$ cat config.mk
export PLATFORM = sky130hd
export DESIGN_NAME = mem_arbiter
export DESIGN_NICKNAME = d
export VERILOG_FILES = /design/src/rtl/mem_arb_pkg.sv /design/src/rtl/rr_arbiter2.sv /design/src/rtl/mem_arbiter.sv
export SDC_FILE = /design/constraint.sdc
export NUM_CORES = 1
export LEC_CHECK = 0
export CORE_AREA = 2 2 72 74
export CTS_CLUSTER_DIAMETER = 60
export DETAILED_ROUTE_END_ITERATION = 12
export DIE_AREA = 0 0 74 76
export GPL_ROUTABILITY_DRIVEN = 0
export PLACE_DENSITY_LB_ADDON = 0.05
export SLEW_MARGIN = 25
export SYNTH_ARGS = -nofsm -noshare
export SYNTH_HDL_FRONTEND = slang
export SYNTH_HIERARCHICAL = 1
export SYNTH_SLANG_ARGS = --single-unit
$ cat constraint.sdc
create_clock -name clk_i -period 5.9 [get_ports clk_i]
set_input_delay 1.77 -clock clk_i [delete_from_list [all_inputs] [get_ports clk_i]]
set_output_delay 1.77 -clock clk_i [all_outputs]
set_load 0.005 [all_outputs]
$ cat src/rtl/mem_arb_pkg.sv
// Shared types and constants for the two-port memory arbiter.
// Port 0 is instruction fetch and port 1 is data load/store.
package mem_arb_pkg;

  typedef enum logic {
    IDLE,
    RD_WAIT
  } arb_state_t;

  localparam logic PORT_FETCH = 1'b0;
  localparam logic PORT_DATA  = 1'b1;

endpackage

$ cat src/rtl/rr_arbiter2.sv
// Two-way round-robin arbiter producing a one-hot grant.
// The last_gnt history flop lives in the parent so this block stays purely combinational.
module rr_arbiter2
  import mem_arb_pkg::*;
(
  input  logic [1:0] req,
  input  logic       last_gnt,
  output logic [1:0] gnt
);

  // On a tie the port that did not win last time gets the grant.
  always_comb begin
    gnt = 2'b00;
    case (req)
      2'b01:   gnt = 2'b01;
      2'b10:   gnt = 2'b10;
      2'b11:   gnt = (last_gnt == PORT_DATA) ? 2'b01 : 2'b10;
      default: gnt = 2'b00;
    endcase
  end

endmodule

$ cat src/rtl/mem_arbiter.sv
// Shares one single-port synchronous-read memory between fetch (port 0) and data (port 1).
// Grants and memory strobes are combinational; read responses return one cycle after the grant.
module mem_arbiter
  import mem_arb_pkg::*;
#(
  parameter int DATAWIDTH = 32,
  parameter int NUMWORDS  = 32,
  localparam int ADDRWIDTH = $clog2(NUMWORDS)
) (
  input  logic                 clk_i,
  input  logic                 rst_i,
  input  logic                 p0_req_i,
  input  logic [ADDRWIDTH-1:0] p0_addr_i,
  output logic                 p0_gnt_o,
  output logic                 p0_rvalid_o,
  output logic [DATAWIDTH-1:0] p0_rdata_o,
  input  logic                 p1_req_i,
  input  logic                 p1_we_i,
  input  logic [ADDRWIDTH-1:0] p1_addr_i,
  input  logic [DATAWIDTH-1:0] p1_wdata_i,
  output logic                 p1_gnt_o,
  output logic                 p1_rvalid_o,
  output logic [DATAWIDTH-1:0] p1_rdata_o,
  output logic                 mem_re_o,
  output logic                 mem_we_o,
  output logic [ADDRWIDTH-1:0] mem_addr_o,
  output logic [DATAWIDTH-1:0] mem_wdata_o,
  input  logic [DATAWIDTH-1:0] mem_rdata_i
);

  arb_state_t state;
  logic       last_gnt;
  logic       owner;
  logic [1:0] arb_gnt;
  logic [1:0] gnt;
  logic       read_gnt;
  logic       write_gnt;

  rr_arbiter2 u_rr_arbiter2 (
    .req      ({p1_req_i, p0_req_i}),
    .last_gnt (last_gnt),
    .gnt      (arb_gnt)
  );

  // Grants are suppressed while reset is held so nothing reaches the memory.
  assign gnt       = arb_gnt & {2{~rst_i}};
  assign read_gnt  = gnt[0] | (gnt[1] & ~p1_we_i);
  assign write_gnt = gnt[1] & p1_we_i;

  assign p0_gnt_o    = gnt[0];
  assign p1_gnt_o    = gnt[1];
  assign mem_re_o    = read_gnt;
  assign mem_we_o    = write_gnt;
  assign mem_wdata_o = write_gnt ? p1_wdata_i : '0;

  always_comb begin
    mem_addr_o = '0;
    if (gnt[0]) begin
      mem_addr_o = p0_addr_i;
    end else if (gnt[1]) begin
      mem_addr_o = p1_addr_i;
    end
  end

  // Memory data only appears during the response cycle, so rdata is steered rather than stored.
  assign p0_rdata_o = (state == RD_WAIT && owner == PORT_FETCH) ? mem_rdata_i : '0;
  assign p1_rdata_o = (state == RD_WAIT && owner == PORT_DATA)  ? mem_rdata_i : '0;

  // Every read grant opens a response cycle; writes and idle cycles close it.
  always_ff @(posedge clk_i or posedge rst_i) begin
    if (rst_i) begin
      state       <= IDLE;
      last_gnt    <= PORT_DATA;
      owner       <= PORT_FETCH;
      p0_rvalid_o <= 1'b0;
      p1_rvalid_o <= 1'b0;
    end else begin
      if (|gnt) begin
        last_gnt <= gnt[1];
      end
      if (read_gnt) begin
        state       <= RD_WAIT;
        owner       <= gnt[1];
        p0_rvalid_o <= gnt[0];
        p1_rvalid_o <= gnt[1];
      end else begin
        state       <= IDLE;
        p0_rvalid_o <= 1'b0;
        p1_rvalid_o <= 1'b0;
      end
    end
  end

endmodule
==> impl_metrics.yaml <==
placed_design:
  place_ws_ns: 0.401
  portBuffers: 185
  dp_hpwl_um: 4060
detailed_routing:
  viasPerCell: 4.10
  postRouteAntennaNets: 0
  drc: 0
  dr.pass1.iters: 4
  post_drt_wl_per_cell_um: 12.7
  drt_iter0_markers: 26
  wl_um: 4890
  vias: 1577
final_layout:
  multi_input_area_sq_um: 759
  seq_area_sq_um: 126
  drive_gt1_share_pct: 5.71
  final_cell_mix: "185 x clkdlybuf4s50_1, 55 x and2_1, 32 x and3_1, 9 x and2_4, 6 x inv_1"
  antennaDiodeCount: 0
  final_util_pct: 59.2
  area_growth_pct: 195
  fillers: 462
  final_common_cell: "clkdlybuf4s50_1"
  final_nets: 395
setup_path:
  required_ns: 4.13
  cp_slowest_cell: "and3b_2"
  slowest_delay_ns: 0.52
  arrival_ns: 3.70
  critPathLaunchType: "input port"
  crit_path_end_kind: "output port"
  crit_fanout: 33
  path_class: "in -> out"
  cp_cell_sequence: "clkdlybuf4s50_1, a21boi_0, and3b_2, and2_4, clkdlybuf4s50_1"
  cpMostUsedCell: "clkdlybuf4s50_1"
timing:
  worst_pin_slew_ns: 0.870
  slew_headroom_pct: 42.0
  fin_ws_ns: 0.430
  maxSlewViolCount: 0
  rsz0062_at_grt: "false"
  fmax_ghz: 0.183
  setup_violations: 0
  hold_slack_ns: 0.489
  fin_tns_setup_ns: 0
  finalHoldViolCount: 0
  period_minus_slack_ns: 5.47
  fin_skew_ns: 0.000367
  period_share_pct: 92.7
cts:
  cts_root_buffer: "clkbuf_8"
  clkTransAtPathRegs_ns: 0.03
  cts_made_buffers: 3
  clk-insertion-delay-late_ns: 0.22
  cts_tree: "built"
  htreeDepth: 1
  cts-hold-fix-buffers: 0
  post_cts_buffers: 0
  clkSinkCount: 5
  clockBufferDepth: 2
  ctsResizeCount: 0
global_route:
  met3_usage_pct: 7.01
  grt_pass1_vias: 1513
  grt_pass1_wl_um: 7280
  use_met2_pct: 29.5
  grt_antenna_before_repair: 0
  busiest_layer: "met2"
  met1_usage_pct: 15.8
  track_usage_pct: 16.1
  grt_max_degree: 35
  grt-ovfl-total: 0
synthesis:
  yosysSeqAreaShare_pct: 12.8
  netlist_area_sq_um: 985
  avgSynthCellArea_sq_um: 7.19
  async_flop_share_pct: 100
  dominantRegCellSynth: "dfrtp_1"
  synth-edff-count: 0
  synth_cell_types: 22
  synth_cells: 137
  synth_seq_cells: 5
  yosys_warnings: 6
  synth_fp_nets: 216
floorplanning:
  initial_utilization_pct: 20.0
  pin_count: 186
  die-area_sq_um: 5620
  rows: 26
  dieWidth_um: 74
  die_height_um: 76
  core-area_sq_um: 4910
pwr:
  p_leak_nw: 1.24
  ir_drop_v: 0.0000797
  p_per_area_nw_per_um2: 101
flow_run:
  cap_violations: 0
status:
  status: "complete, no violations"
min_path:
  hold_path_class: "reg -> reg"
## synth_stat cells (2+ instances only)
| cell | instances | area [sq um] |
|---|---|---|
| clkbuf_1 | 6 | 22.5 |
| clkbuf_2 | 3 | 15.0 |
| buf_6 | 3 | 33.8 |
| and2_4 | 9 | 78.8 |
| and2_1 | 55 | 344 |
| and3_1 | 32 | 200 |
| a32o_1 | 5 | 50.1 |
| inv_1 | 6 | 22.5 |
| dfrtp_1 | 4 | 100 |
| nor2b_1 | 2 | 12.5 |
## sequential cells by signal (all words and copies together), names as in the netlist
| register | count |
|---|---|
| p1_rvalid_o | 1 |
| p0_rvalid_o | 1 |
| last_gnt | 1 |
| state | 1 |
| owner | 1 |
## worst max-delay path, delay by kind of cell
kind	cells	cell delay (ns)
buffers and inverters	2	0.97
AND/OR/NAND/NOR	2	0.73
AO/OA/AOI/OAI	1	0.22
## per-layer routing
layer	vias up	share of wire [%]
met3	8	13
met2	105	50
met5	-	0
li1	807	-
met4	0	1.6
met1	657	35
## stage by stage
step,instance area (sq um),total power [W],std cells
after global placement,2860,0.000234,381
final,2910,0.000293,385
after floorplan,985,0.000105,137
after global routing,2910,0.000315,385
after CTS,2910,0.000298,385
after detailed placement,2860,0.000234,381
## logic make-up (layout without fill, tap and decap cells)
logic type	Yosys count	after routing	synth area share [%]
AOI/OAI and AO/OA	10	10	8.26
buffers and inverters	19	197	10.0
DFF	5	5	12.8
and+or+nand+nor	103	103	68.9
## layout make-up
| type | count | share of cell area, % |
|---|---|---|
| Clock buffer | 4 | 1.55 |
| Inverter | 6 | 0.775 |
| Multi-Input combinational cell | 113 | 26.1 |
| Sequential cell | 5 | 4.35 |
| Tap cell | 70 | 3.01 |
| Timing Repair Buffer | 187 | 64.2 |
## where the power goes
| group | internal [W] | switching (W) | total (W) |
|---|---|---|---|
| registers | 0.0000395 | 0.0000177 | 0.0000572 |
| clock network | 0.0000463 | 0.0000156 | 0.0000618 |
| logic | 0.000126 | 0.0000481 | 0.000174 |
## final timing paths
kind / cells past startpoint / start / to / slack [ns]
worst max-delay path: 5 / p1_req_i / mem_wdata_o[30] / 0.43
max in group asynchronous: 2 / rst_i / last_gnt / 3.81
worst min register to register: 2 / last_gnt / last_gnt / 0.49
min in group asynchronous: 2 / rst_i / p0_rvalid_o / 1.85
worst min-delay path: 2 / last_gnt / last_gnt / 0.49
worst max register to register: 5 / last_gnt / owner / 4.54
Power figures use the tool's default switching activity.
